===== src/rtl/link_train_ctl.sv =====
// DisplayPort main-link training sequencer: drives the PHY pattern select
// through clock recovery and channel equalisation, polling sink status via AUX.
module link_train_ctl #(
  parameter int WAIT_CYC = 1000,
  parameter int CR_TRIES = 5,
  parameter int EQ_TRIES = 5
) (
  input  logic       dpclk,
  input  logic       reset,
  input  logic       start,
  input  logic       stop,
  output logic       poll_req,
  input  logic       poll_ack,
  input  logic       poll_cr,
  input  logic       poll_eq,
  output logic [1:0] phymode,
  output logic       busy,
  output logic       trained,
  output logic       failed,
  output logic [2:0] tries
);

  // state   | meaning
  // IDLE    | link off, phymode idle
  // CR_WAIT | sending TPS1, timer counting down to next poll
  // CR_POLL | TPS1, waiting for AUX to return CR status
  // EQ_WAIT | sending TPS2, timer counting down to next poll
  // EQ_POLL | TPS2, waiting for AUX to return CR/EQ status
  // ACTIVE  | scrambled video, link trained
  // FAIL    | training gave up; sticky until start/stop
  typedef enum logic [2:0] {
    IDLE, CR_WAIT, CR_POLL, EQ_WAIT, EQ_POLL, ACTIVE, FAIL
  } state_t;

  localparam int TW = (WAIT_CYC > 1) ? $clog2(WAIT_CYC) : 1;
  localparam logic [TW-1:0] RELOAD = TW'(WAIT_CYC - 1);
  localparam logic [2:0] CR_LAST = 3'(CR_TRIES - 1);
  localparam logic [2:0] EQ_LAST = 3'(EQ_TRIES - 1);

  state_t        state, state_nxt;
  logic [TW-1:0] timer, timer_nxt;
  logic [2:0]    tries_nxt;
  logic [1:0]    phymode_nxt;
  logic          poll_req_nxt, busy_nxt, trained_nxt, failed_nxt;

  always_comb begin
    state_nxt = state;
    timer_nxt = timer;
    tries_nxt = tries;
    if (stop) begin
      state_nxt = IDLE;
      timer_nxt = '0;
      tries_nxt = '0;
    end else if (start) begin
      state_nxt = CR_WAIT;
      timer_nxt = RELOAD;
      tries_nxt = '0;
    end else begin
      case (state)
        CR_WAIT, EQ_WAIT: begin
          // leaving WAIT at zero keeps the timer frozen at 0 elsewhere
          if (timer == '0) state_nxt = (state == CR_WAIT) ? CR_POLL : EQ_POLL;
          else             timer_nxt = timer - TW'(1);
        end
        CR_POLL: begin
          if (poll_ack) begin
            if (poll_cr) begin
              state_nxt = EQ_WAIT;
              timer_nxt = RELOAD;
              tries_nxt = '0;
            end else begin
              tries_nxt = tries + 3'd1;
              if (tries == CR_LAST) begin
                state_nxt = FAIL;
              end else begin
                state_nxt = CR_WAIT;
                timer_nxt = RELOAD;
              end
            end
          end
        end
        EQ_POLL: begin
          if (poll_ack) begin
            if (!poll_cr) begin
              state_nxt = FAIL;
            end else if (poll_eq) begin
              state_nxt = ACTIVE;
              tries_nxt = '0;
            end else begin
              tries_nxt = tries + 3'd1;
              if (tries == EQ_LAST) begin
                state_nxt = FAIL;
              end else begin
                state_nxt = EQ_WAIT;
                timer_nxt = RELOAD;
              end
            end
          end
        end
        default: ;
      endcase
    end
  end

  always_comb begin
    phymode_nxt  = 2'd0;
    poll_req_nxt = 1'b0;
    busy_nxt     = 1'b0;
    trained_nxt  = 1'b0;
    failed_nxt   = 1'b0;
    case (state_nxt)
      CR_WAIT: begin phymode_nxt = 2'd2; busy_nxt = 1'b1; end
      CR_POLL: begin phymode_nxt = 2'd2; busy_nxt = 1'b1; poll_req_nxt = 1'b1; end
      EQ_WAIT: begin phymode_nxt = 2'd3; busy_nxt = 1'b1; end
      EQ_POLL: begin phymode_nxt = 2'd3; busy_nxt = 1'b1; poll_req_nxt = 1'b1; end
      ACTIVE:  begin phymode_nxt = 2'd1; trained_nxt = 1'b1; end
      FAIL:    failed_nxt = 1'b1;
      default: ;
    endcase
  end

  // outputs are registered from the next-state decode so they track the state entered
  always_ff @(posedge dpclk) begin
    if (reset) begin
      state    <= IDLE;
      timer    <= '0;
      tries    <= '0;
      phymode  <= 2'd0;
      poll_req <= 1'b0;
      busy     <= 1'b0;
      trained  <= 1'b0;
      failed   <= 1'b0;
    end else begin
      state    <= state_nxt;
      timer    <= timer_nxt;
      tries    <= tries_nxt;
      phymode  <= phymode_nxt;
      poll_req <= poll_req_nxt;
      busy     <= busy_nxt;
      trained  <= trained_nxt;
      failed   <= failed_nxt;
    end
  end

endmodule


===== config.mk =====
export PLATFORM = sky130hd
export DESIGN_NAME = link_train_ctl
export DESIGN_NICKNAME = d
export VERILOG_FILES = /design/src/rtl/link_train_ctl.sv
export SDC_FILE = /design/constraint.sdc
export NUM_CORES = 1
export LEC_CHECK = 0
export BUFFER_PORTS_ARGS = -buffer_cell sky130_fd_sc_hd__clkbuf_2
export CORE_MARGIN = 3
export CORE_UTILIZATION = 61
export DETAILED_ROUTE_END_ITERATION = 12
export GPL_TIMING_DRIVEN = 0
export PLACE_DENSITY = 0.83
export SETUP_SLACK_MARGIN = 0.4
export SLEW_MARGIN = 20
export SYNTH_ARGS = -nofsm -noshare
export SYNTH_HDL_FRONTEND = slang
export SYNTH_SLANG_ARGS = --single-unit

===== constraint.sdc =====
create_clock -name dpclk -period 2.9 [get_ports dpclk]
set_input_delay 0.58 -clock dpclk [delete_from_list [all_inputs] [get_ports dpclk]]
set_output_delay 0.58 -clock dpclk [all_outputs]
set_load 0.03 [all_outputs]

## Word level (Yosys, flattened, before mapping)

Index checks and enable logic that the tools add are counted.

- Word-level logic and storage cells: 78
- ROM bits: 0
- Memories: 0
- Flip-flop bits (word level): 22
- Bits in latches: 0
- RAM bits: 0
- Output and inout bits: 9
- Input bits: 7

- $mul: 0
- Divide/modulo/power cells: 0
- Shift-type cells: 0
- Add/sub/neg operators: 2
- Order comparisons: 0
- Bitwise operators: 0
- Equal/unequal tests: 21
- Multiplexer cells: 32
- Reductions and logical operators: 14

Operators with widths:

| cell | count |
|---|---|
| 2-to-1 mux 10 bit | 8 |
| 2-to-1 mux 3 bit | 16 |
| one-hot mux 10 bit (3 select lines) | 1 |
| equality test 3 bit, second input constant | 5 |
| inequality test 3 bit, second input constant | 5 |
| equality test 3 x 2 -> 1 bit, second input constant | 4 |
| AND reduction 6 bit | 2 |
| logical NOT 10 bit | 1 |
| inequality test 2 bit, second input constant | 5 |
| OR reduction 2 bit | 5 |
| subtractor 10 x 1 -> 10 bit, second input constant | 1 |
| one-hot mux 3 bit (3 select lines) | 1 |
| equality test 3 x 1 -> 1 bit, second input constant | 2 |
| one-hot mux 2 bit (3 select lines) | 1 |
| one-hot mux 3 bit (2 select lines) | 1 |
| 2-to-1 mux 1 bit | 4 |
| AND reduction 4 bit | 1 |
| nonzero test 4 bit | 1 |
| OR reduction 4 bit | 1 |
| adder 3 x 1 -> 3 bit, second input constant | 1 |
| nonzero test 3 bit | 1 |
| OR reduction 3 bit | 1 |
| nonzero test 2 bit | 1 |

## Longest topological paths before layout

- Word-level depth: 11
- Depth in mapped cells: 8

## Worst setup path before layout

OpenSTA, ideal clock, no wires.

- Kind: flip-flop to flip-flop
- From: register tries[0]
- To: register poll_req
- Setup slack: 0.863 ns
- Stages on the path, launching flop included: 8
- Buffers on the path: 0
- Data arrival time: 1.957 ns
- Path through: dfxtp_1 -> inv_1 -> ha_1 -> and2_1 -> o31ai_1 -> o21ai_2 -> or3_4 -> a211oi_2

- Longest elaborated chain between the ends: 11
- Elaborated cells on any way between the ends: 15

RTL lines:

| what | RTL line | RTL |
|---|---|---|
| start, declared | 20 | `output logic [2:0] tries` |
| start signal, assigned | 136 | `tries <= tries_nxt;` |
| equality test 3 bit (*) | 73, 91 |  |
| 2-to-1 mux 3 bit | 91 | `if (tries == EQ_LAST) begin` |
| 2-to-1 mux 3 bit | 86 | `end else if (poll_eq) begin` |
| 2-to-1 mux 3 bit | 84 | `if (!poll_cr) begin` |
| 2-to-1 mux 3 bit | 83 | `if (poll_ack) begin` |
| one-hot mux 3 bit (3 select lines) (*) | 59 | `case (state)` |
| 2-to-1 mux 3 bit (*) | 54 | `end else if (start) begin` |
| 2-to-1 mux 3 bit (*) | 50 | `if (stop) begin` |
| equality test 3 bit / equality test 3 x 2 -> 1 bit (equally long branches) | 111 | `case (state_nxt)` |
| OR reduction 2 bit (no line) (*) | - |  |
| 2-to-1 mux 1 bit (*) | 111 |  |
| end signal, assigned | 138 | `poll_req <= poll_req_nxt;` |
| end, declared | 12 | `output logic poll_req,` |

Every way passes the cells marked *; elsewhere a longest branch is shown, timed or not.
A chain may end at the register's enable or synchronous reset.

## Final worst setup path

Ends and elaborated chain as after synthesis.

==> impl_results.md <==
- Initial antenna violation count: 0
- Mapped Avg Cell Area: 8.74 sq um
- Reg2Reg Depth: 7
- WP data arrival: 2.28 ns
- Seq cells post-synth: 22
- CTS clk-pin slew, worst paths: 0.12 ns
- FP Rows: 16
- Die height: 52.4 microns
- HPWL Detailed: 2060 microns
- Final period util: 0.707
- Final antenna-violating net count: 0
- Leading area contributor after synthesis: dfxtp_1
- Status: finished, final reports clean
- Final net count: 180
- Die area: 2740 sq um
- Crit-path cells: inv_1 > ha_1 > a21oi_1 > a41oi_1 > o22ai_1 > o21ai_0 > a211oi_2
- Die width: 52.4 microns
- Vias per cell: 6.01
- Leakage: 0.570 nW
- Clock Latency Late Sink: 0.30 ns
- Syn Inst Count: 150
- Critical Path Start Type: flop
- Clk Tree Root Cell: clkbuf_4
- CTS tree: yes
- Crit path capture type: flop
- Via count: 1166
- EDFF count, synth: 0
- Syn Nets: 161
- Clock skew: 0.00284 ns
- Asr flop ratio synth: 0
- Relative slew slack: 0.637
- Hold depth: 2
- I/O pin count: 16
- Max-cap violations: 0
- Fin util: 0.718
- Synth area leaders: dfxtp_1, a21oi_1, xor2_1
- # Post-CTS Setup Buffers: 0
- Synth warn: 0
- DR WL/cell: 13.8 microns
- Critical Path Slowest Stage Cell: o22ai_1
- Register area: 440 sq um
- Mapped cell area: 1310 sq um
- Grt total ovfl: 0
- Core Box Area: 2000 sq um
- Max Slew Vio Count: 0
- Routed WL: 2670 microns
- PortBufs: 14
- Pwr/cell area: 391 nW/um^2
- 1st-pass router iterations: 4
- Max Buffers Root-to-Sink: 2
- RD Place Congestion: 0.883
- Quantity of hold-fixing buffers added after cts: 0
- Worst-Margin Slew: 0.541 ns
- Crit-path max cell delay: 0.44 ns
- H-tree lvl count: 1
- DRC viols: 0
- Fin crit period: 2.05 ns
- DRT iter0 DRCs: 38
- Gr usage total: 0.234
- Final Hold Fails: 0
- Critical Path RT: 3.13 ns
- Final hold slack: 0.559 ns
- Min-Delay Path Class: reg -> reg
- Ant diodes: 0
- TNS Setup: 0 ns
- Layout cell share with drive strength beyond 1: 0.240
- Yosys top cell area share: 0.336
- Largest net degree at the start of global routing: 12
- Worst Path Class, Setup: reg -> reg
- Initial Util: 0.655
- CTS resizes: 0
- Max Clk Rate: 488 MHz
- RSZ-0062 raised after global routing: no
- Number of global-route vias before repair: 1189
- Worst ir drop on vdd: 0.283 mV
- First-pass GRT wire length: 4840 microns
- Peak fanout along the critical path: 7
- Synth cell types: 51
- Fillers: 169
- Post-synthesis sequential area ratio: 0.336
- TritonCTS Buffers: 3
- Synthesis-to-layout area growth: 9.64%
- Clock sink total: 22
- Footprint of the multi-input gates: 786 sq um
- Setup violations, final: 0
- Top_reg_cell synth: dfxtp_1
==> flip-flops by register name, summed over array words and instances (netlist names) <==
register	cells
trained	1
tries	3
state	3
timer	10
busy	1
failed	1
phymode	2
poll_req	1
==> placed cells by master, fill, tap and decap left out, drive strengths merged, types with 2 or more instances in the layout <==
cell | netlist | final
dfxtp | 22 | 22
clkbuf | 3 | 20
a21oi | 17 | 17
nor2 | 15 | 15
inv | 8 | 8
xor2 | 7 | 7
o21ai | 7 | 7
buf | 5 | 5
nor3 | 5 | 5
nand2 | 4 | 4
o211ai | 4 | 4
ha | 4 | 4
nand2b | 3 | 3
o2111ai | 3 | 3
mux2i | 3 | 3
nor3b | 3 | 3
nand3b | 2 | 2
nand4 | 2 | 2
and2 | 2 | 2
and4 | 2 | 2
and3 | 2 | 2
xnor2 | 2 | 2
or2 | 2 | 2
nor4 | 2 | 2
o21a | 2 | 2
or3 | 2 | 2
a211oi | 2 | 2
==> power breakdown <==
part	total, mW	switching, mW	internal, mW
sequential	0.322	0.00986	0.312
clock	0.135	0.0867	0.0484
combinational	0.105	0.0581	0.0469
==> stage by stage <==
stage                     instance area, sq um  power (mW)  worst slack [ns]  std cells
after floorplan                           1310       0.409             0.863        150
after global placement                    1420       0.429             0.796        191
after detailed placement                  1420       0.433             0.756        191
after CTS                                 1440       0.567             0.856        194
after global routing                      1440       0.595             0.629        194
final                                     1440       0.562             0.850        194
==> critical path, delay by kind of cell (launching register included) <==
family	cells	cell delay (ns)
AOI/OAI and AO/OA	5	1.26
adders and majority gates	1	0.24
buffers and inverters	1	0.06
DFF	1	0.41
==> cell usage after synthesis, types with 2 or more instances <==
cell type	n
nor4_1	2
dfxtp_1	22
nor2_1	15
xor2_1	7
nand4_1	2
o2111ai_1	3
buf_2	3
mux2i_1	3
a21oi_1	17
and4_2	2
nor3b_1	2
o211ai_1	4
ha_1	4
nor3_1	3
xnor2_1	2
nand3b_1	2
and3_1	2
nand2_1	4
o21ai_0	6
clkbuf_1	3
or2_2	2
inv_1	8
nand2b_1	3
and2_1	2
==> metal layers <==
layer	vias to the layer above	routed length [microns]	global-route usage	part of all wire
li1	584	-	-	-
met1	549	1130	0.287	0.42
met2	29	1400	0.395	0.52
met3	4	111	0.0313	0.042
met4	0	29	0.119	0.011
met5	-	0	0	0
==> cell type report <==
type | instances | share of cell area
repair buffers | 14 | 0.0487
clock buffers | 3 | 0.0157
plain buffers | 9 | 0.0383
flip-flops and latches | 22 | 0.306
well taps | 27 | 0.0235
inverters | 8 | 0.0209
multi-input cells | 111 | 0.547
==> logic make-up (layout without fill, tap and decap cells) <==
family | after synthesis | count (layout) | share of synthesized area
AND/OR/NAND/NOR | 49 | 49 | 0.239
AO/OA/AOI/OAI | 45 | 45 | 0.230
flip-flops | 22 | 22 | 0.336
buffers and inverters | 17 | 34 | 0.0649
XOR/XNOR | 9 | 9 | 0.0601
adder cells (fa/ha/maj) | 4 | 4 | 0.0382
multiplexers | 4 | 4 | 0.0315
==> path summary, 6_finish.rpt <==
kind         startpoint        to  slack (ns)
max            tries[0]  poll_req        0.85
max reg2reg    tries[0]  poll_req        0.85
min reg2reg    timer[3]  timer[3]        0.56
min            timer[3]  timer[3]        0.56
Note: power is estimated with default switching activity, not from simulation.
